--- src/rtl/serial2tcp_pkg.sv ---
// Shared types for the serial2tcp loopback: byte type and stream width.
package serial2tcp_pkg;

  localparam int DATA_W = 8;

  typedef logic [DATA_W-1:0] byte_t;

endpackage

--- src/rtl/serial2tcp_sync_fifo.sv ---
// Generic single-clock FIFO. Read data comes straight from storage (0 when empty).
// A write is ignored when full and a read is ignored when empty.
module serial2tcp_sync_fifo
  import serial2tcp_pkg::*;
#(
  parameter int WIDTH = DATA_W,
  parameter int DEPTH = 16,
  localparam int AW = $clog2(DEPTH),
  localparam int CW = AW + 1
) (
  input  logic             clk,
  input  logic             rst_n,
  input  logic             wr_en,
  input  logic [WIDTH-1:0] wr_data,
  output logic             full,
  input  logic             rd_en,
  output logic [WIDTH-1:0] rd_data,
  output logic             empty,
  output logic [CW-1:0]    count
);

  logic [WIDTH-1:0] mem [DEPTH];
  logic [AW-1:0]    wr_ptr;
  logic [AW-1:0]    rd_ptr;
  logic             push;
  logic             pop;

  assign full  = (count == CW'(DEPTH));
  assign empty = (count == '0);
  assign push  = wr_en & ~full;
  assign pop   = rd_en & ~empty;

  // Storage is deliberately left out of reset; empty masks stale contents.
  always_ff @(posedge clk) begin
    if (push) begin
      mem[wr_ptr] <= wr_data;
    end
  end

  // DEPTH is a power of two, so the pointers wrap by natural overflow.
  always_ff @(posedge clk or negedge rst_n) begin
    if (!rst_n) begin
      wr_ptr <= '0;
      rd_ptr <= '0;
      count  <= '0;
    end else begin
      if (push) begin
        wr_ptr <= wr_ptr + AW'(1);
      end
      if (pop) begin
        rd_ptr <= rd_ptr + AW'(1);
      end
      case ({push, pop})
        2'b10:   count <= count + CW'(1);
        2'b01:   count <= count - CW'(1);
        default: count <= count;
      endcase
    end
  end

  assign rd_data = empty ? '0 : mem[rd_ptr];

endmodule

--- src/rtl/serial2tcp_loopback.sv ---
// Echoes every source byte back on the sink stream through a DEPTH-byte FIFO.
// Accepted byte is visible on the sink the cycle after the push; source_ready drops only when full.
module serial2tcp_loopback
  import serial2tcp_pkg::*;
#(
  parameter int DEPTH = 16
) (
  input  logic        sys_clk,
  input  logic        serial2tcp_source_valid,
  output logic        serial2tcp_source_ready,
  input  logic [7:0]  serial2tcp_source_data,
  output logic        serial2tcp_sink_valid,
  input  logic        serial2tcp_sink_ready,
  output logic [7:0]  serial2tcp_sink_data,
  input  logic        sys_rst_n
);

  localparam int CW = $clog2(DEPTH) + 1;

  logic [1:0]    rst_sync;
  logic          core_rst_n;
  logic          fifo_full;
  logic          fifo_empty;
  logic [CW-1:0] fifo_count;
  byte_t         fifo_rd_data;

  // Assertion is immediate; release is aligned to sys_clk after two flops.
  always_ff @(posedge sys_clk or negedge sys_rst_n) begin
    if (!sys_rst_n) begin
      rst_sync <= 2'b00;
    end else begin
      rst_sync <= {rst_sync[0], 1'b1};
    end
  end

  assign core_rst_n = rst_sync[1];

  serial2tcp_sync_fifo #(
    .WIDTH (DATA_W),
    .DEPTH (DEPTH)
  ) u_fifo (
    .clk     (sys_clk),
    .rst_n   (core_rst_n),
    .wr_en   (serial2tcp_source_valid & ~fifo_full),
    .wr_data (serial2tcp_source_data),
    .full    (fifo_full),
    .rd_en   (serial2tcp_sink_ready & ~fifo_empty),
    .rd_data (fifo_rd_data),
    .empty   (fifo_empty),
    .count   (fifo_count)
  );

  assign serial2tcp_source_ready = (fifo_count != CW'(DEPTH));
  assign serial2tcp_sink_valid   = (fifo_count != '0);
  assign serial2tcp_sink_data    = fifo_rd_data;

endmodule

--- config.mk ---
export PLATFORM = sky130hd
export DESIGN_NAME = serial2tcp_loopback
export DESIGN_NICKNAME = d
export VERILOG_FILES = /design/src/rtl/serial2tcp_pkg.sv /design/src/rtl/serial2tcp_sync_fifo.sv /design/src/rtl/serial2tcp_loopback.sv
export SDC_FILE = /design/constraint.sdc
export NUM_CORES = 1
export LEC_CHECK = 0
export BUFFER_PORTS_ARGS = -buffer_cell sky130_fd_sc_hd__buf_2
export CAP_MARGIN = 20
export CORE_MARGIN = 2
export CORE_UTILIZATION = 60
export DETAILED_ROUTE_END_ITERATION = 12
export GPL_ROUTABILITY_DRIVEN = 0
export PLACE_DENSITY = 0.76
export SLEW_MARGIN = 20
export SYNTH_ARGS = -nofsm -noshare
export SYNTH_HDL_FRONTEND = slang
export SYNTH_SLANG_ARGS = --single-unit
--- constraint.sdc ---
create_clock -name sys_clk -period 3.1 [get_ports sys_clk]
set_clock_uncertainty 0.1 [all_clocks]
set_input_delay 0.465 -clock sys_clk [delete_from_list [all_inputs] [get_ports sys_clk]]
set_output_delay 0.465 -clock sys_clk [all_outputs]
set_load 0.02 [all_outputs]
Word-level counts from Yosys, hierarchy flattened
Memory sizes are Yosys's and may differ from the RTL's. Index checks and enable logic that the tools add are counted.

Output and inout bits: 10. Memory bits (writable): 128. Memories: 1. Register bits after elaboration: 15.

Reduce and logical (&&, ||, !) cells: 3. Bitwise logic cells: 6. Muxes and demuxes: 4. Equal/unequal tests: 4. Add/sub/neg operators: 4.

Memories: u_fifo.mem (depth 16, bits a word 8, rd ports 1, clocked after Yosys merged registers in 0, wr ports 1, line serial2tcp_sync_fifo.sv:22) `logic [WIDTH-1:0] mem [DEPTH];`.

Operators with widths (number): $pmux 5 s2 (1); $add 4x1->4 const B (2); $mux 8 (1); $add 5x1->5 const B (1); $eq 5x5->1 const B (1); $logic_not 5->1 (1); $ne 5x5->1 const B (1); $reduce_bool 5->1 (1); $sub 5x1->5 const B (1); $and 1x1->1 (4); $eq 2x1->1 const B (1); $eq 2x2->1 const B (1); $mux 1 (2); $not 1->1 (2); $reduce_bool 2->1 (1).

Depth between registers and ports, before layout
Gate-level depths: netlist of run 1.

Depth after elaboration: 6. Mapped depth: 11. Depth with buffers taken out: 10.

Hierarchy
From an unflattened synthesis of run 1, not the netlist that was laid out.

Cells, all modules: 317. Area total of the unflattened synthesis: 5978.2 um^2.

By module, submodules not included: serial2tcp_sync_fifo (area each 5889.4 um^2, cells an instance 309, sequential area each 4169.0 um^2, times used 1); serial2tcp_loopback (area each 88.8 um^2, cells an instance 8, sequential area each 50.0 um^2, times used 1).

Worst setup path after synthesis of run 1
Ideal clock, no wire load.

Path type: register to register. Start: reg u_fifo.count[0]. End: reg u_fifo.count[4]. Library setup time: 0.123 ns. Period minus slack after synthesis: 2.405 ns. Path buffers: 1. Stages on the path, launching flop included: 11. Path slack: 0.695 ns. Arrival time: 2.182 ns. Cells stage by stage: dfrtp_1 -> nor4_4 -> a21boi_1 -> ha_1 -> buf_2 -> xor2_1 -> ha_1 -> and3b_1 -> o21ai_0 -> a21oi_1 -> xnor2_1.

Cells in the longest elaborated chain, start to end: 6. Elaborated cells between the ends (all ways): 14.

Ends and longest elaborated chain: from (decl) (line serial2tcp_sync_fifo.sv:19) `output logic [CW-1:0] count`; from (signal assigned) (line serial2tcp_sync_fifo.sv:54) `2'b10: count <= count + CW'(1);`; from (signal assigned) (line serial2tcp_sync_fifo.sv:55) `2'b01: count <= count - CW'(1);`; from (signal assigned) (line serial2tcp_sync_fifo.sv:56) `default: count <= count;`; $logic_not 5->1 (*) (line serial2tcp_sync_fifo.sv:29) `assign empty = (count == '0);`; $not 1->1 (*) (line serial2tcp_sync_fifo.sv:31, serial2tcp_loopback.sv:47); $and 1x1->1 (line serial2tcp_loopback.sv:47) `.rd_en (serial2tcp_sink_ready & ~fifo_empty),`; $and 1x1->1 (*) (line serial2tcp_sync_fifo.sv:31) `assign pop = rd_en & ~empty;`; named net u_fifo.pop (line serial2tcp_sync_fifo.sv:26) `logic pop;`; $eq 2x1->1 or $eq 2x2->1 (tied branches) (line serial2tcp_sync_fifo.sv:53) `case ({push, pop})`; $pmux 5 s2 or $reduce_bool 2->1 (tied branches).

The timed path passes the listed nets; every way through them passes the cells marked *. A chain may end at the register's enable or synchronous reset.

Worst setup path after layout of run 1
Start: reg u_fifo.rd_ptr[1]. End: out serial2tcp_sink_data[1].

Cells in the longest elaborated chain, start to end: 2.

Ends and longest elaborated chain: from (decl) (line serial2tcp_sync_fifo.sv:24) `logic [AW-1:0] rd_ptr;`; from (signal assigned) (line serial2tcp_sync_fifo.sv:51) `rd_ptr <= rd_ptr + AW'(1);`; $mem_v2 16x8; $mux 8 (line serial2tcp_sync_fifo.sv:61) `assign rd_data = empty ? '0 : mem[rd_ptr];`; to (decl) (line serial2tcp_loopback.sv:14) `output logic [7:0] serial2tcp_sink_data,`.

Every way passes these cells.

==> results of run 1 <==
## per-stage QoR
step	util [%]	hold slack (ns)
floorplan	-	0.0604
global placement	64.1	0.133
detailed placement	64.1	0.135
CTS	70.4	0.141
global route	70.4	0.156
finish	70.4	0.121
## flip-flops by register name, summed over array words and instances (netlist names)
name	count
u_fifo.mem	128
u_fifo.count	5
u_fifo.rd_ptr	4
u_fifo.wr_ptr	4
rst_sync	2
## cells by family after synthesis
group                    Yosys count  share of synthesized area, %
adder cells (fa/ha/maj)            8                          1.70
other                              1                        0.0635
XOR/XNOR                          13                          1.93
AND/OR/NAND/NOR                   37                          3.24
multiplexers                      50                          16.8
buffers and inverters             19                          2.82
AO/OA/AOI/OAI                     19                          2.03
flip-flops                       143                          71.5
## cells in the mapped netlist (3+ instances only)
library cell and n:
xor2_1 6, ha_1 8, nor2_1 13, dfrtp_1 15, o21ai_0 3, nand2_1 10
mux4_1 23, nand2b_1 3, clkbuf_8 3, mux4_2 9, mux2i_1 16, a21oi_1 4
inv_1 5, nor3_1 4, buf_6 3, xnor2_1 7, o22ai_1 8, edfxtp_1 128
## area by class of cell
class / count / share of cell area, %
multi-input combinational: 128 / 22.3
sequential: 143 / 61.9
timing repair buffer: 42 / 4.26
clock buffer: 18 / 6.13
clock inverter: 14 / 2.75
inverter: 5 / 0.275
tap: 133 / 2.44
## worst register-to-register path, stage by stage (launching register included)
cell      delay (ns)
dfrtp_1         0.45
nor4_4          0.40
a21boi_1        0.24
ha_1            0.36
xor2_1          0.18
ha_1            0.22
a21oi_1         0.16
xor2_1          0.15
nor2_1          0.06
xor2_1          0.14
## worst paths after layout
kind,from,end
setup / recovery,u_fifo.rd_ptr[1]$_DFFE_PN0P_,serial2tcp_sink_data[1]
hold / removal,rst_sync[1]$_DFF_PN0_,u_fifo.count[3]$_DFFE_PN0P_
setup reg to reg,u_fifo.count[0]$_DFFE_PN0P_,u_fifo.count[2]$_DFFE_PN0P_
hold reg to reg,rst_sync[1]$_DFF_PN0_,u_fifo.count[3]$_DFFE_PN0P_
max in group asynchronous,rst_sync[1]$_DFF_PN0_,u_fifo.rd_ptr[1]$_DFFE_PN0P_
min in group sys_clk,serial2tcp_source_data[2],u_fifo.mem[4][2]$_DFFE_PP_
## metal layers
layer | part of all wire (%) | GRT usage (%) | up-vias
li1 | - | - | 1276
met1 | 42 | 29.0 | 1483
met2 | 51 | 35.0 | 103
met3 | 5.5 | 5.44 | 18
met4 | 1.8 | 8.30 | 0
met5 | 0 | 0 | -
## report_power, final
part / switching (uW) / leakage [uW] / internal, uW / total (uW)
Sequential: 188 / 0.00133 / 2360 / 2550
Combinational: 1020 / 0.000826 / 860 / 1880
Clock: 762 / 0.000293 / 1310 / 2070
Total: 1970 / 0.00245 / 4530 / 6500
## what timing repair did
item / CTS / global route
hold buffers: 1 / 0
setup buffers: 0 / 0
endpoints found under the hold margin: 2 / 0
==> flow_summary.json, run 1 <==
{
  "yosysSeqAreaShare_pct": 71.5,
  "core.rowCount": 36,
  "grt_first_pass_wirelength_um": 15900,
  "post_dr_wirelength_cell_um": 22.4,
  "layout.cells.most_common": "edfxtp_1",
  "port_buffers": 21,
  "fraction_of_registers_with_async_set_or_reset_after_synthesis_pct": 10.5,
  "postLayoutCellArea_um2": 6820,
  "final_power_uw": 6500,
  "multi_input_logic_area_um2": 1520,
  "crit_slowest_cell": "mux4_1",
  "crit_buf_inv": 2,
  "worst_path_dominant_cell_family": "multiplexers",
  "status": "complete, no violations",
  "tritoncts_clock_tree": "yes",
  "p_leak_uw": 0.00245,
  "route.detailed.drc": 0,
  "post_cts.resized_instances": 0,
  "highest_net_fanout_along_the_worst_path": 35,
  "syn2layout_area_growth_pct": 15.5,
  "cp.required_ns": 2.53,
  "antennaDiodeCount": 0,
  "clockBufferDepth": 2,
  "yosysWarnings": 0,
  "setup.worst_path.class": "flop to output pin",
  "synth.cell_area_um2": 5900,
  "grt_max_degree": 36,
  "syn_nets": 310,
  "start_kind": "flop",
  "synth_edf_count": 128,
  "drt_iter0_markers": 168,
  "fmaxAchievable_mhz": 339,
  "yosysUniqueCellTypes": 34,
  "most_frequent_cells_in_the_layout": "128 x edfxtp_1, 23 x mux4_1, 21 x buf_2, 18 x buf_4",
  "worst_ir_drop_vdd_mv": 0.569,
  "timing.critical_path.cells": "buf_12 -> mux4_1 -> mux2i_1 -> o22ai_1 -> buf_2",
  "final.period_utilization_pct": 95.2,
  "max_slew_margin_pct": 64.2,
  "totalWireLength_um": 10800,
  "fin_crit_ns": 2.95,
  "initial_core_util_pct": 61.0,
  "layoutNonFillerInstCount": 483,
  "fp.coreArea_um2": 9680,
  "numPlacedInstances": 450,
  "dr_total_vias": 2880,
  "critical_path_depth": 5,
  "rsz0062_at_grt": "false",
  "rrSetupSlack_ns": 0.52,
  "cell_types_occupying_the_most_area_after_synthesis": "edfxtp_1 65%, mux4_1 10%, dfrtp_1 6.4%",
  "cts.clk_slew.worst_paths_ns": 0.06,
  "clock_latency_late_sink_ns": 0.52,
  "place_worst_setup_slack_ns": 0.496,
  "timing.critical_path.slowest_cell_delay_ns": 0.63,
  "cts_num_sinks": 143,
  "fill_cells": 615,
  "final-setup-viol-count": 0,
  "die_h_um": 103,
  "fin_ws_ns": 0.148,
  "via_count_of_the_first_global_routing_pass": 2788,
  "postSynthRegisterBits": 143,
  "dp.final_hpwl_um": 6350,
  "synth_largest_area_cell": "edfxtp_1",
  "regArea_um2": 4220,
  "antenna_violations_before_repair": 0,
  "post_dp_cell_area_um2": 6200,
  "synth_top_cell_area_share_pct": 65.1,
  "avgViaCountPerCell": 5.96,
  "postSynth.topFlopCell": "edfxtp_1",
  "max-cap-violations": 0,
  "all_layer_global_routing_usage_pct": 21.7,
  "tightestPinTransition_ns": 0.538,
  "post_synth.cell_area_avg_um2": 20.4,
  "syn_inst": 290,
  "fin_tns_setup_ns": 0,
  "critPathArrivalTime_ns": 2.39,
  "slew_viol_final": 0,
  "cts_htree_levels": 4,
  "num-nets-final": 357,
  "cp-end-kind": "output pin",
  "drtPass1Iterations": 7,
  "worst_r2r_path_depth": 9,
  "clock_tree.root_cell": "clkbuf_8",
  "proportion_of_layout_cells_with_a_drive_suffix_above_1_pct": 23.7,
  "tritoncts.num_buffers": 17,
  "design.die.area_um2": 10700,
  "cellPowerDensity_nw_per_um2": 953,
  "worst_hold_path_type": "flop to async pin",
  "route.antenna.remaining_nets": 0,
  "globalRouteOverflowTotal": 0,
  "floorplan.io_pins": 22,
  "timing_hold_violations_final": 0,
  "fp.dieW_um": 103
}
Power figures use the tool's default switching activity.
==> inputs of run 2 (changes only) <==
- REMOVE_ABC_BUFFERS: not set -> 1
==> run 2 against run 1 <==
Net effect:
- core utilization shrank 0.22 points
- flip-flop and latch count is the same
- non-clock buffer count grew 7
- via count shrank 2.2%
- sequential power is essentially flat
- cell count grew 1.2%
- clock-buffer cell count is the same
- critical path depth is the same
- global-route usage grew 0.20 points
- clock power shrank 12%
- fmax grew 1.9%
==> flow_summary.json, run 2 (synthesis gave the netlist of run 1 again) <==
{
  "status": "complete, no violations",
  "crit_slowest_cell": "mux4_1",
  "highest_net_fanout_along_the_worst_path": 9,
  "max_flop_register": "u_fifo.mem",
  "dr_total_vias": 2818,
  "worst_hold_path_type": "flop to async pin",
  "fin_crit_ns": 2.90,
  "cp.required_ns": 2.53,
  "max_slew_margin_pct": 56.9,
  "dp.final_hpwl_um": 6510,
  "fill_cells": 600,
  "syn2layout_area_growth_pct": 15.2,
  "antennaDiodeCount": 0,
  "layout.cells.most_common": "edfxtp_1",
  "flip_flop_count_of_the_largest_register_all_copies_and_words_added": 128,
  "fmaxAchievable_mhz": 345,
  "design.die.area_um2": 10700,
  "max-cap-violations": 0,
  "worst_path_dominant_cell_family": "multiplexers",
  "timing_hold_violations_final": 0,
  "worst_r2r_endpoint": "u_fifo.count[4]$_DFFE_PN0P_",
  "slew_viol_final": 0,
  "cts_htree_levels": 4,
  "post_dr_wirelength_cell_um": 21.6,
  "critical_path_depth": 5,
  "cp-startpoint": "u_fifo.rd_ptr[1]$_DFFE_PN0P_",
  "cts.clk_slew.worst_paths_ns": 0.06,
  "fp.dieW_um": 103,
  "clock_latency_late_sink_ns": 0.50,
  "tritoncts_clock_tree": "yes",
  "floorplan.io_pins": 22,
  "start_kind": "flop",
  "critical_path.reg2reg.startpoint": "u_fifo.count[2]$_DFFE_PN0P_",
  "all_layer_global_routing_usage_pct": 21.9,
  "timing.critical_path.slowest_cell_delay_ns": 0.56,
  "drt_iter0_markers": 155,
  "core.rowCount": 36,
  "reg_top3": "u_fifo.mem (128), u_fifo.count (5)",
  "rrSetupSlack_ns": 0.38,
  "tightestPinTransition_ns": 0.644,
  "fin_tns_setup_ns": 0,
  "drtPass1Iterations": 4,
  "clockBufferDepth": 2,
  "avgViaCountPerCell": 5.76,
  "p_leak_uw": 0.00244,
  "cellPowerDensity_nw_per_um2": 927,
  "worst_ir_drop_vdd_mv": 0.528,
  "numPlacedInstances": 451,
  "setup.worst_path.class": "flop to output pin",
  "crit_buf_inv": 2,
  "layoutNonFillerInstCount": 489,
  "cts_num_sinks": 143,
  "setup.worst_path.end": "serial2tcp_sink_data[3]",
  "worst_r2r_path_depth": 9,
  "totalWireLength_um": 10600,
  "route.detailed.drc": 0,
  "grt_max_degree": 33,
  "timing.critical_path.cells": "buf_4 -> mux4_1 -> mux2i_1 -> o22ai_1 -> buf_2",
  "rsz0062_at_grt": "false",
  "grt_first_pass_wirelength_um": 16000,
  "clock_tree.root_cell": "clkbuf_8",
  "antenna_violations_before_repair": 0,
  "final.period_utilization_pct": 93.5,
  "route.antenna.remaining_nets": 0,
  "initial_core_util_pct": 61.0,
  "globalRouteOverflowTotal": 0,
  "critPathArrivalTime_ns": 2.33,
  "tritoncts.num_buffers": 17,
  "via_count_of_the_first_global_routing_pass": 2902,
  "fp.coreArea_um2": 9680,
  "final-setup-viol-count": 0,
  "proportion_of_layout_cells_with_a_drive_suffix_above_1_pct": 25.0,
  "most_frequent_cells_in_the_layout": "128 x edfxtp_1, 26 x buf_4, 23 x mux4_1, 21 x buf_2",
  "port_buffers": 21,
  "cp-end-kind": "output pin",
  "die_h_um": 103,
  "num-nets-final": 364
}
[run 2: what timing repair did]
action / in CTS / in global routing
gates resized for setup: 1 / 0
hold buffers: 1 / 0
endpoints found under the hold margin: 2 / 0
setup endpoints to repair: 7 / 4
setup buffers: 0 / 6
[run 2: report_power, final]
group | switching (uW) | internal, uW
logic | 997 | 900
clock network | 709 | 1120
registers | 204 | 2370
[run 2: worst min-delay path by stage]
stage                                     start                      endpoint  depth (start not counted)
after floorplan           rst_sync[1]$_DFF_PN0_   u_fifo.count[0]$_DFFE_PN0P_                          0
after global placement    rst_sync[1]$_DFF_PN0_  u_fifo.wr_ptr[2]$_DFFE_PN0P_                          0
after detailed placement  rst_sync[1]$_DFF_PN0_  u_fifo.wr_ptr[2]$_DFFE_PN0P_                          0
after CTS                 rst_sync[1]$_DFF_PN0_  u_fifo.wr_ptr[2]$_DFFE_PN0P_                          0
after global routing                  sys_rst_n         rst_sync[1]$_DFF_PN0_                          2
final                     rst_sync[1]$_DFF_PN0_  u_fifo.wr_ptr[2]$_DFFE_PN0P_                          0
[run 2: area by class of cell]
type                    instances  area (um^2)  area share (%)
flip-flops and latches        143         4220            62.1
multi-input cells             128         1520            22.3
clock buffers                  18          418            6.15
repair buffers                 49          330            4.86
well taps                     133          166            2.45
clock inverters                13          124            1.82
inverters                       5         18.8           0.276
[run 2: worst reg2reg max path, cell delays in order (launching register included)]
cell,delay [ns]
dfrtp_1,0.50
nor4_4,0.10
a21boi_1,0.54
ha_1,0.44
xor2_1,0.18
ha_1,0.21
and3b_1,0.16
o21ai_0,0.07
a21oi_1,0.20
xnor2_1,0.15
[run 2: metal layers]
| layer | global-route usage (%) | share of wire [%] | vias up |
|---|---|---|---|
| li1 | - | - | 1290 |
| met1 | 28.3 | 41 | 1434 |
| met2 | 36.7 | 52 | 89 |
| met3 | 5.71 | 6.8 | 5 |
| met4 | 7.39 | 0.55 | 0 |
| met5 | 0 | 0 | - |
[run 2: per-stage QoR]
step           util (%)  hold WS (ns)  power (uW)  cell area (um^2)  setup WS (ns)
3_3_place_gp       64.0         0.144        4380              6200          0.510
2_1_floorplan         -        0.0604        3830              5760          0.352
4_1_cts            69.7         0.148        6310              6750         0.0107
3_5_place_dp       64.0         0.147        4460              6200          0.465
6_report           70.2         0.125        6300              6800          0.202
5_1_grt            70.2         0.154        6610              6800         0.0764
